[src/rtl/reconf_sched.sv]
// reconf_sched: queues host reconfiguration commands and applies them only between
// packets, bounding consecutive config commands so a waiting packet is not starved.
`ifndef DATA_BUS
`define DATA_BUS 16
`endif
`ifndef ADDR_BUS
`define ADDR_BUS 16
`endif
`ifndef NEXT_TABLE_SIZE
`define NEXT_TABLE_SIZE 4
`endif

module reconf_sched #(
  parameter int FIFO_DEPTH    = 8,
  parameter int MAX_CFG_BURST = 4,
  parameter int NT_SIZE       = `NEXT_TABLE_SIZE
) (
  input  logic                                  clk,
  input  logic                                  rst,
  input  logic                                  cmd_valid_i,
  output logic                                  cmd_ready_o,
  input  logic [2:0]                            cmd_op_i,
  input  logic [`DATA_BUS-1:0]                  cmd_a_i,
  input  logic [`DATA_BUS-1:0]                  cmd_b_i,
  input  logic [`DATA_BUS-1:0]                  cmd_c_i,
  input  logic [`DATA_BUS-1:0]                  cmd_d_i,
  input  logic                                  pkt_req_i,
  output logic                                  pkt_done_o,
  output logic                                  proc_start_o,
  input  logic                                  proc_ready_i,
  output logic                                  proc_mod_start_o,
  output logic [`ADDR_BUS-1:0]                  proc_mod_hit_action_addr_o,
  output logic [`ADDR_BUS-1:0]                  proc_mod_miss_action_addr_o,
  output logic                                  ps_mod_start_o,
  output logic [`DATA_BUS-1:0]                  ps_mod_hdr_id_o,
  output logic [`DATA_BUS-1:0]                  ps_mod_hdr_len_o,
  output logic [`DATA_BUS-1:0]                  ps_mod_next_tag_start_o,
  output logic [`DATA_BUS-1:0]                  ps_mod_next_tag_len_o,
  output logic [NT_SIZE-1:0][`DATA_BUS-1:0]     ps_mod_next_table_o,
  output logic                                  mt_mod_start_o,
  output logic [3:0]                            mt_mod_match_hdr_id_o,
  output logic [5:0]                            mt_mod_match_key_off_o,
  output logic [5:0]                            mt_mod_match_key_len_o,
  output logic                                  cfg_pending_o,
  output logic                                  err_o
);
  localparam int DW = `DATA_BUS;
  localparam int AW = `ADDR_BUS;
  localparam int PW = (FIFO_DEPTH > 1) ? $clog2(FIFO_DEPTH) : 1;
  localparam int CW = $clog2(FIFO_DEPTH + 1);
  localparam int BW = $clog2(MAX_CFG_BURST + 1);

  localparam logic [2:0] OP_PROC_MOD = 3'd0;
  localparam logic [2:0] OP_PS_MOD   = 3'd1;
  localparam logic [2:0] OP_MT_MOD   = 3'd2;
  localparam logic [2:0] OP_NT_WR    = 3'd3;

  typedef struct packed {
    logic [2:0]    op;
    logic [DW-1:0] a;
    logic [DW-1:0] b;
    logic [DW-1:0] c;
    logic [DW-1:0] d;
  } cmd_t;

  typedef enum logic [1:0] {S_IDLE, S_CFG_HOLD, S_PKT_RUN, S_PKT_SETTLE} state_e;

  cmd_t                       fifo_q [FIFO_DEPTH];
  cmd_t                       cmd_in, head;
  logic [PW-1:0]              wr_ptr, rd_ptr;
  logic [CW-1:0]              count;
  logic [BW-1:0]              burst_cnt, burst_d;
  logic [NT_SIZE-1:0][DW-1:0] shadow;
  state_e                     state, state_d;
  logic                       push, pop, full, empty, burst_ok;
  logic                       proc_start_d, pkt_done_d, proc_mod_d, ps_mod_d, mt_mod_d;
  logic                       nt_we, err_set;

  assign cmd_in        = '{op: cmd_op_i, a: cmd_a_i, b: cmd_b_i, c: cmd_c_i, d: cmd_d_i};
  assign head          = fifo_q[rd_ptr];
  assign full          = (count == CW'(FIFO_DEPTH));
  assign empty         = (count == '0);
  assign cmd_ready_o   = !full;
  assign cfg_pending_o = !empty;
  assign push          = cmd_valid_i && !full;
  // Config wins in IDLE unless a packet has already waited out a full burst.
  assign burst_ok      = !pkt_req_i || (burst_cnt < BW'(MAX_CFG_BURST));
  assign pop           = (state == S_IDLE) && !empty && burst_ok;
  assign ps_mod_next_table_o = shadow;

  always_ff @(posedge clk) begin
    if (rst) state <= S_IDLE;
    else     state <= state_d;
  end

  always_comb begin
    state_d = state;
    case (state)
      S_IDLE:       if (pop) state_d = S_CFG_HOLD;
                    else if (pkt_req_i) state_d = S_PKT_RUN;
      S_CFG_HOLD:   state_d = S_IDLE;
      S_PKT_RUN:    if (proc_ready_i) state_d = S_PKT_SETTLE;
      S_PKT_SETTLE: state_d = S_IDLE;
      default:      state_d = S_IDLE;
    endcase
  end

  always_comb begin
    proc_start_d = 1'b0;
    pkt_done_d   = 1'b0;
    proc_mod_d   = 1'b0;
    ps_mod_d     = 1'b0;
    mt_mod_d     = 1'b0;
    nt_we        = 1'b0;
    err_set      = 1'b0;
    burst_d      = burst_cnt;
    case (state)
      S_IDLE: begin
        if (pop) begin
          case (head.op)
            OP_PROC_MOD: proc_mod_d = 1'b1;
            OP_PS_MOD:   ps_mod_d   = 1'b1;
            OP_MT_MOD:   mt_mod_d   = 1'b1;
            OP_NT_WR:    nt_we      = (32'(head.a) < 32'(NT_SIZE));
            default:     err_set    = 1'b1;
          endcase
          if (!err_set && burst_cnt != {BW{1'b1}}) burst_d = burst_cnt + 1'b1;
        end else if (pkt_req_i) begin
          proc_start_d = 1'b1;
          burst_d      = '0;
        end
      end
      S_CFG_HOLD:   if (!pkt_req_i) burst_d = '0;
      S_PKT_RUN:    if (proc_ready_i) pkt_done_d = 1'b1;
                    else proc_start_d = 1'b1;
      S_PKT_SETTLE: if (!pkt_req_i) burst_d = '0;
      default: ;
    endcase
  end

  // Storage needs no reset: occupancy is tracked by count/pointers.
  always_ff @(posedge clk) begin
    if (push) fifo_q[wr_ptr] <= cmd_in;
  end

  always_ff @(posedge clk) begin
    if (rst) begin
      wr_ptr                      <= '0;
      rd_ptr                      <= '0;
      count                       <= '0;
      burst_cnt                   <= '0;
      shadow                      <= '0;
      err_o                       <= 1'b0;
      proc_start_o                <= 1'b0;
      pkt_done_o                  <= 1'b0;
      proc_mod_start_o            <= 1'b0;
      ps_mod_start_o              <= 1'b0;
      mt_mod_start_o              <= 1'b0;
      proc_mod_hit_action_addr_o  <= '0;
      proc_mod_miss_action_addr_o <= '0;
      ps_mod_hdr_id_o             <= '0;
      ps_mod_hdr_len_o            <= '0;
      ps_mod_next_tag_start_o     <= '0;
      ps_mod_next_tag_len_o       <= '0;
      mt_mod_match_hdr_id_o       <= '0;
      mt_mod_match_key_off_o      <= '0;
      mt_mod_match_key_len_o      <= '0;
    end else begin
      if (push) wr_ptr <= wr_ptr + 1'b1;
      if (pop)  rd_ptr <= rd_ptr + 1'b1;
      if (push && !pop)      count <= count + 1'b1;
      else if (pop && !push) count <= count - 1'b1;
      burst_cnt        <= burst_d;
      proc_start_o     <= proc_start_d;
      pkt_done_o       <= pkt_done_d;
      proc_mod_start_o <= proc_mod_d;
      ps_mod_start_o   <= ps_mod_d;
      mt_mod_start_o   <= mt_mod_d;
      if (err_set) err_o <= 1'b1;
      if (proc_mod_d) begin
        proc_mod_hit_action_addr_o  <= AW'(head.a);
        proc_mod_miss_action_addr_o <= AW'(head.b);
      end
      if (ps_mod_d) begin
        ps_mod_hdr_id_o         <= head.a;
        ps_mod_hdr_len_o        <= head.b;
        ps_mod_next_tag_start_o <= head.c;
        ps_mod_next_tag_len_o   <= head.d;
      end
      if (mt_mod_d) begin
        mt_mod_match_hdr_id_o  <= head.a[3:0];
        mt_mod_match_key_off_o <= head.b[5:0];
        mt_mod_match_key_len_o <= head.c[5:0];
      end
      for (int i = 0; i < NT_SIZE; i++)
        if (nt_we && 32'(head.a) == 32'(i)) shadow[i] <= head.b;
    end
  end
endmodule

[config.mk]
export PLATFORM = sky130hd
export DESIGN_NAME = reconf_sched
export DESIGN_NICKNAME = d
export VERILOG_FILES = /design/src/rtl/reconf_sched.sv
export SDC_FILE = /design/constraint.sdc
export NUM_CORES = 1
export LEC_CHECK = 0
export ABC_AREA = 1
export ABC_CLOCK_PERIOD_IN_PS = 5350
export BUFFER_PORTS_ARGS = -buffer_cell sky130_fd_sc_hd__clkbuf_2
export CAP_MARGIN = 20
export CORE_ASPECT_RATIO = 0.9
export CORE_UTILIZATION = 50
export DETAILED_ROUTE_END_ITERATION = 7
export HOLD_SLACK_MARGIN = 0.05
export PLACE_DENSITY = 0.69
export SYNTH_ARGS = -nofsm -noshare
export SYNTH_HDL_FRONTEND = slang
export SYNTH_SLANG_ARGS = --single-unit
[constraint.sdc]
create_clock -name clk -period 5.35 [get_ports clk]
set_input_delay 0.2675 -clock clk [delete_from_list [all_inputs] [get_ports clk]]
set_output_delay 0.2675 -clock clk [all_outputs]
set_load 0.005 [all_outputs]
==> impl_metrics.json <==
{
  "final.setup.tns_ns": 0,
  "synthesized_flop_and_latch_total": 736,
  "yosys_most_used_dff": "sky130_fd_sc_hd__edfxtp_1",
  "fin_area_um2": 33700,
  "net_count_of_the_mapped_netlist": 2661,
  "final-max-slew-violation-count": 0,
  "vdd.ir_drop.worst_v": 0.000272,
  "cts.clk_slew.worst_paths_ns": 0.06,
  "synth_edf_count": 536,
  "vias": 20400,
  "pwr_density_cell_nw_per_um2": 482,
  "asyncSetResetFlopFracSynth_pct": 0,
  "postSynthCellCount": 2581,
  "buffer_ports.inserted": 255,
  "ratio_of_routed_vias_to_standard_cells": 5.55,
  "postSynthAreaPerCell_um2": 11.1,
  "design.final.nets": 2939,
  "mappedNetlistArea_um2": 28600,
  "placed_standard_cell_area_um2": 30500,
  "gp_routability_congestion": 0.868,
  "row_count": 82,
  "required_time_at_the_worst_slack_endpoint_ns": 5.85,
  "ys_types": 37,
  "cp-start-kind": "flip-flop",
  "path_max_fanout": 151,
  "worst-setup-path-type": "flip-flop to flip-flop",
  "skew_ns": 0.0234,
  "total_die_area_um2": 58200,
  "worstSkewPairLatency_ns": 0.62,
  "stdcell_count": 3681,
  "post-synth-top-area-fraction_pct": 56.3,
  "drive_gt1_share_pct": 15.3,
  "global_route.overflow_total": 0,
  "finalHoldViolCount": 0,
  "worstPathArrival_ns": 4.25,
  "yosys.area.top_type": "sky130_fd_sc_hd__edfxtp_1",
  "worst_slew_margin_rel_pct": 19.6,
  "wl_um": 73000,
  "die_w_um": 254,
  "synth.area.top_cells": "sky130_fd_sc_hd__edfxtp_1 (56%), sky130_fd_sc_hd__dfxtp_1 (14%), sky130_fd_sc_hd__o21ai_0 (5.3%)",
  "grt_first_pass_wirelength_um": 111000,
  "final_critical_period_ns": 3.74,
  "timing.hold.ws_ns": 0.171,
  "worstHoldPathType": "input pin to flip-flop",
  "cts-buffers-inserted": 73,
  "place_inst": 3470,
  "maxCapViolations": 0,
  "worst-slew-pin-transition_ns": 1.17,
  "drt_iter0_drc": 1906,
  "ys.warnings.count": 0,
  "vias_in_the_first_global_route": 19400,
  "die_y_um": 229,
  "cts_root_buffer": "sky130_fd_sc_hd__clkbuf_16",
  "cts_tree": "yes",
  "max_freq_ghz": 0.267,
  "grt.total_usage_pct": 24.9,
  "initial_antenna_violation_count": 7,
  "cts_max_level": 3,
  "synth.yosys.seq_area_share_pct": 70.3,
  "detail-route-antenna-nets": 0,
  "postCtsResizedCells": 0,
  "status": "complete, no violations",
  "area_delta_synth_final_pct": 18.0,
  "post-dp-hpwl_um": 42000,
  "rsz0062_at_grt": "false",
  "core_um2": 56100,
  "routed_len_inst_um": 19.8,
  "report.final.setup_viol": 0,
  "static-leakage-power_nw": 12.9,
  "grt_max_degree": 152,
  "clock-sinks": 736,
  "fin_util_pct": 60.1,
  "initial_core_utilization_pct": 51.0,
  "cts.path.max_buffers": 3,
  "timing.final.crit_share_pct": 69.9,
  "route.detailed.drc": 0,
  "dr.pass1.iters": 8,
  "setup.worst_path.end_class": "flip-flop",
  "top_level_i_o_count": 256
}
## final timing paths
check / startpoint / endpoint / slack, ns / depth (start not counted)
worst max register to register: flip-flop / ps_mod_next_table_o[22]$_SDFFE_PP0P_ / 1.61 / 12
worst max-delay path: flip-flop / ps_mod_next_table_o[22]$_SDFFE_PP0P_ / 1.61 / 12
worst min register to register: burst_cnt[0]$_SDFFE_PP0P_ / burst_cnt[0]$_SDFFE_PP0P_ / 0.47 / 1
worst min-delay path: cmd_valid_i / wr_ptr[1]$_SDFFE_PP0P_ / 0.17 / 3
## metrics by stage
stage	setup slack (ns)	total power [mW]
2_1_floorplan	1.17	9.59
3_3_place_gp	1.71	10.9
3_5_place_dp	1.60	11.1
4_1_cts	1.58	16.3
5_1_grt	1.14	17.0
6_report	1.61	16.3
## worst max-delay path: stages (launching register included)
cell                      delay, ns
sky130_fd_sc_hd__dfxtp_4       0.88
sky130_fd_sc_hd__buf_12        0.54
sky130_fd_sc_hd__nand2_1       0.14
sky130_fd_sc_hd__nand3_1       0.12
sky130_fd_sc_hd__nand2_1       0.05
sky130_fd_sc_hd__nand2_1       0.06
sky130_fd_sc_hd__nand2_1       0.14
sky130_fd_sc_hd__nor2_1        0.14
sky130_fd_sc_hd__nand2_1       0.09
sky130_fd_sc_hd__nor2_2        0.77
sky130_fd_sc_hd__nand3_1       0.33
sky130_fd_sc_hd__nor2_1        0.18
sky130_fd_sc_hd__nor2_1        0.06
## area by class of cell
| class | instances | area, um2 |
|---|---|---|
| repair buffers | 374 | 2440 |
| clock inverters | 29 | 315 |
| clock buffers | 107 | 2170 |
| well taps | 756 | 946 |
| fillers | 4517 | 22400 |
| flip-flops and latches | 736 | 20100 |
| diodes | 5 | 12.5 |
| multi-input cells | 1521 | 7170 |
| inverters | 153 | 584 |
## cell usage in the layout (no fill, tap or decap), types with 5 or more instances in the layout
cell	n
sky130_fd_sc_hd__nor2_4	11
sky130_fd_sc_hd__dfxtp_1	197
sky130_fd_sc_hd__nand3_1	123
sky130_fd_sc_hd__dlygate4sd3_1	69
sky130_fd_sc_hd__clkbuf_2	255
sky130_fd_sc_hd__edfxtp_1	536
sky130_fd_sc_hd__nand2_1	378
sky130_fd_sc_hd__o221ai_1	8
sky130_fd_sc_hd__buf_4	42
sky130_fd_sc_hd__clkbuf_1	18
sky130_fd_sc_hd__nor2_2	7
sky130_fd_sc_hd__nand4_1	21
sky130_fd_sc_hd__clkbuf_16	78
sky130_fd_sc_hd__clkinv_1	8
sky130_fd_sc_hd__inv_1	144
sky130_fd_sc_hd__o21ai_0	301
sky130_fd_sc_hd__a211oi_1	29
sky130_fd_sc_hd__a31oi_1	30
sky130_fd_sc_hd__clkbuf_8	11
sky130_fd_sc_hd__o21ai_1	15
sky130_fd_sc_hd__clkinv_2	11
sky130_fd_sc_hd__buf_12	8
sky130_fd_sc_hd__bufinv_16	5
sky130_fd_sc_hd__o22ai_1	90
sky130_fd_sc_hd__diode_2	5
sky130_fd_sc_hd__a21oi_1	111
sky130_fd_sc_hd__mux2i_1	6
sky130_fd_sc_hd__nor2_1	369
sky130_fd_sc_hd__ha_1	7
## cell usage after synthesis, types with 15 or more instances
| library cell | n |
|---|---|
| sky130_fd_sc_hd__a211oi_1 | 29 |
| sky130_fd_sc_hd__nor2_1 | 380 |
| sky130_fd_sc_hd__dfxtp_1 | 200 |
| sky130_fd_sc_hd__o21ai_0 | 301 |
| sky130_fd_sc_hd__nand2_1 | 378 |
| sky130_fd_sc_hd__a21oi_1 | 111 |
| sky130_fd_sc_hd__a31oi_1 | 30 |
| sky130_fd_sc_hd__inv_1 | 145 |
| sky130_fd_sc_hd__o22ai_1 | 90 |
| sky130_fd_sc_hd__o21ai_1 | 15 |
| sky130_fd_sc_hd__clkbuf_1 | 68 |
| sky130_fd_sc_hd__edfxtp_1 | 536 |
| sky130_fd_sc_hd__buf_2 | 70 |
| sky130_fd_sc_hd__nand4_1 | 21 |
| sky130_fd_sc_hd__nand3_1 | 123 |
## what timing repair did
item | CTS | global route
hold endpoints to repair | 539 | 0
hold buffers | 69 | 0
setup buffers | 0 | 0
## where the power goes
group	internal [mW]	total, mW	switching (mW)
sequential	6.63	6.95	0.319
combinational	1.19	4.10	2.91
clock	3.08	5.23	2.15
## metal layers
layer	vias to the layer above	GRT usage [%]	wire length, um
met5	-	0	23
li1	9600	-	-
met2	815	39.1	34000
met1	9865	35.0	31700
met4	4	7.96	1810
met3	128	4.79	5440
## cell families after synthesis
kind of cell,after synthesis,synth area share [%]
simple gates,916,12.9
flops,736,70.3
compound gates,590,11.3
buf+inv,324,4.94
fa+ha+maj,8,0.376
mux,6,0.210
xor+xnor,1,0.0306
## state kept, by name, summed over array words and instances, names as in the netlist, named ones only
register,count
err_o,1
ps_mod_hdr_id_o,16
mt_mod_match_hdr_id_o,4
burst_cnt,3
ps_mod_hdr_len_o,16
fifo_q,536
proc_mod_start_o,1
state,2
mt_mod_match_key_len_o,6
proc_mod_hit_action_addr_o,16
ps_mod_next_tag_len_o,16
mt_mod_match_key_off_o,6
count,4
proc_mod_miss_action_addr_o,16
ps_mod_next_table_o,64
mt_mod_start_o,1
ps_mod_start_o,1
wr_ptr,3
ps_mod_next_tag_start_o,16
proc_start_o,1
rd_ptr,3
pkt_done_o,1
(Power assumes the default switching activity.)
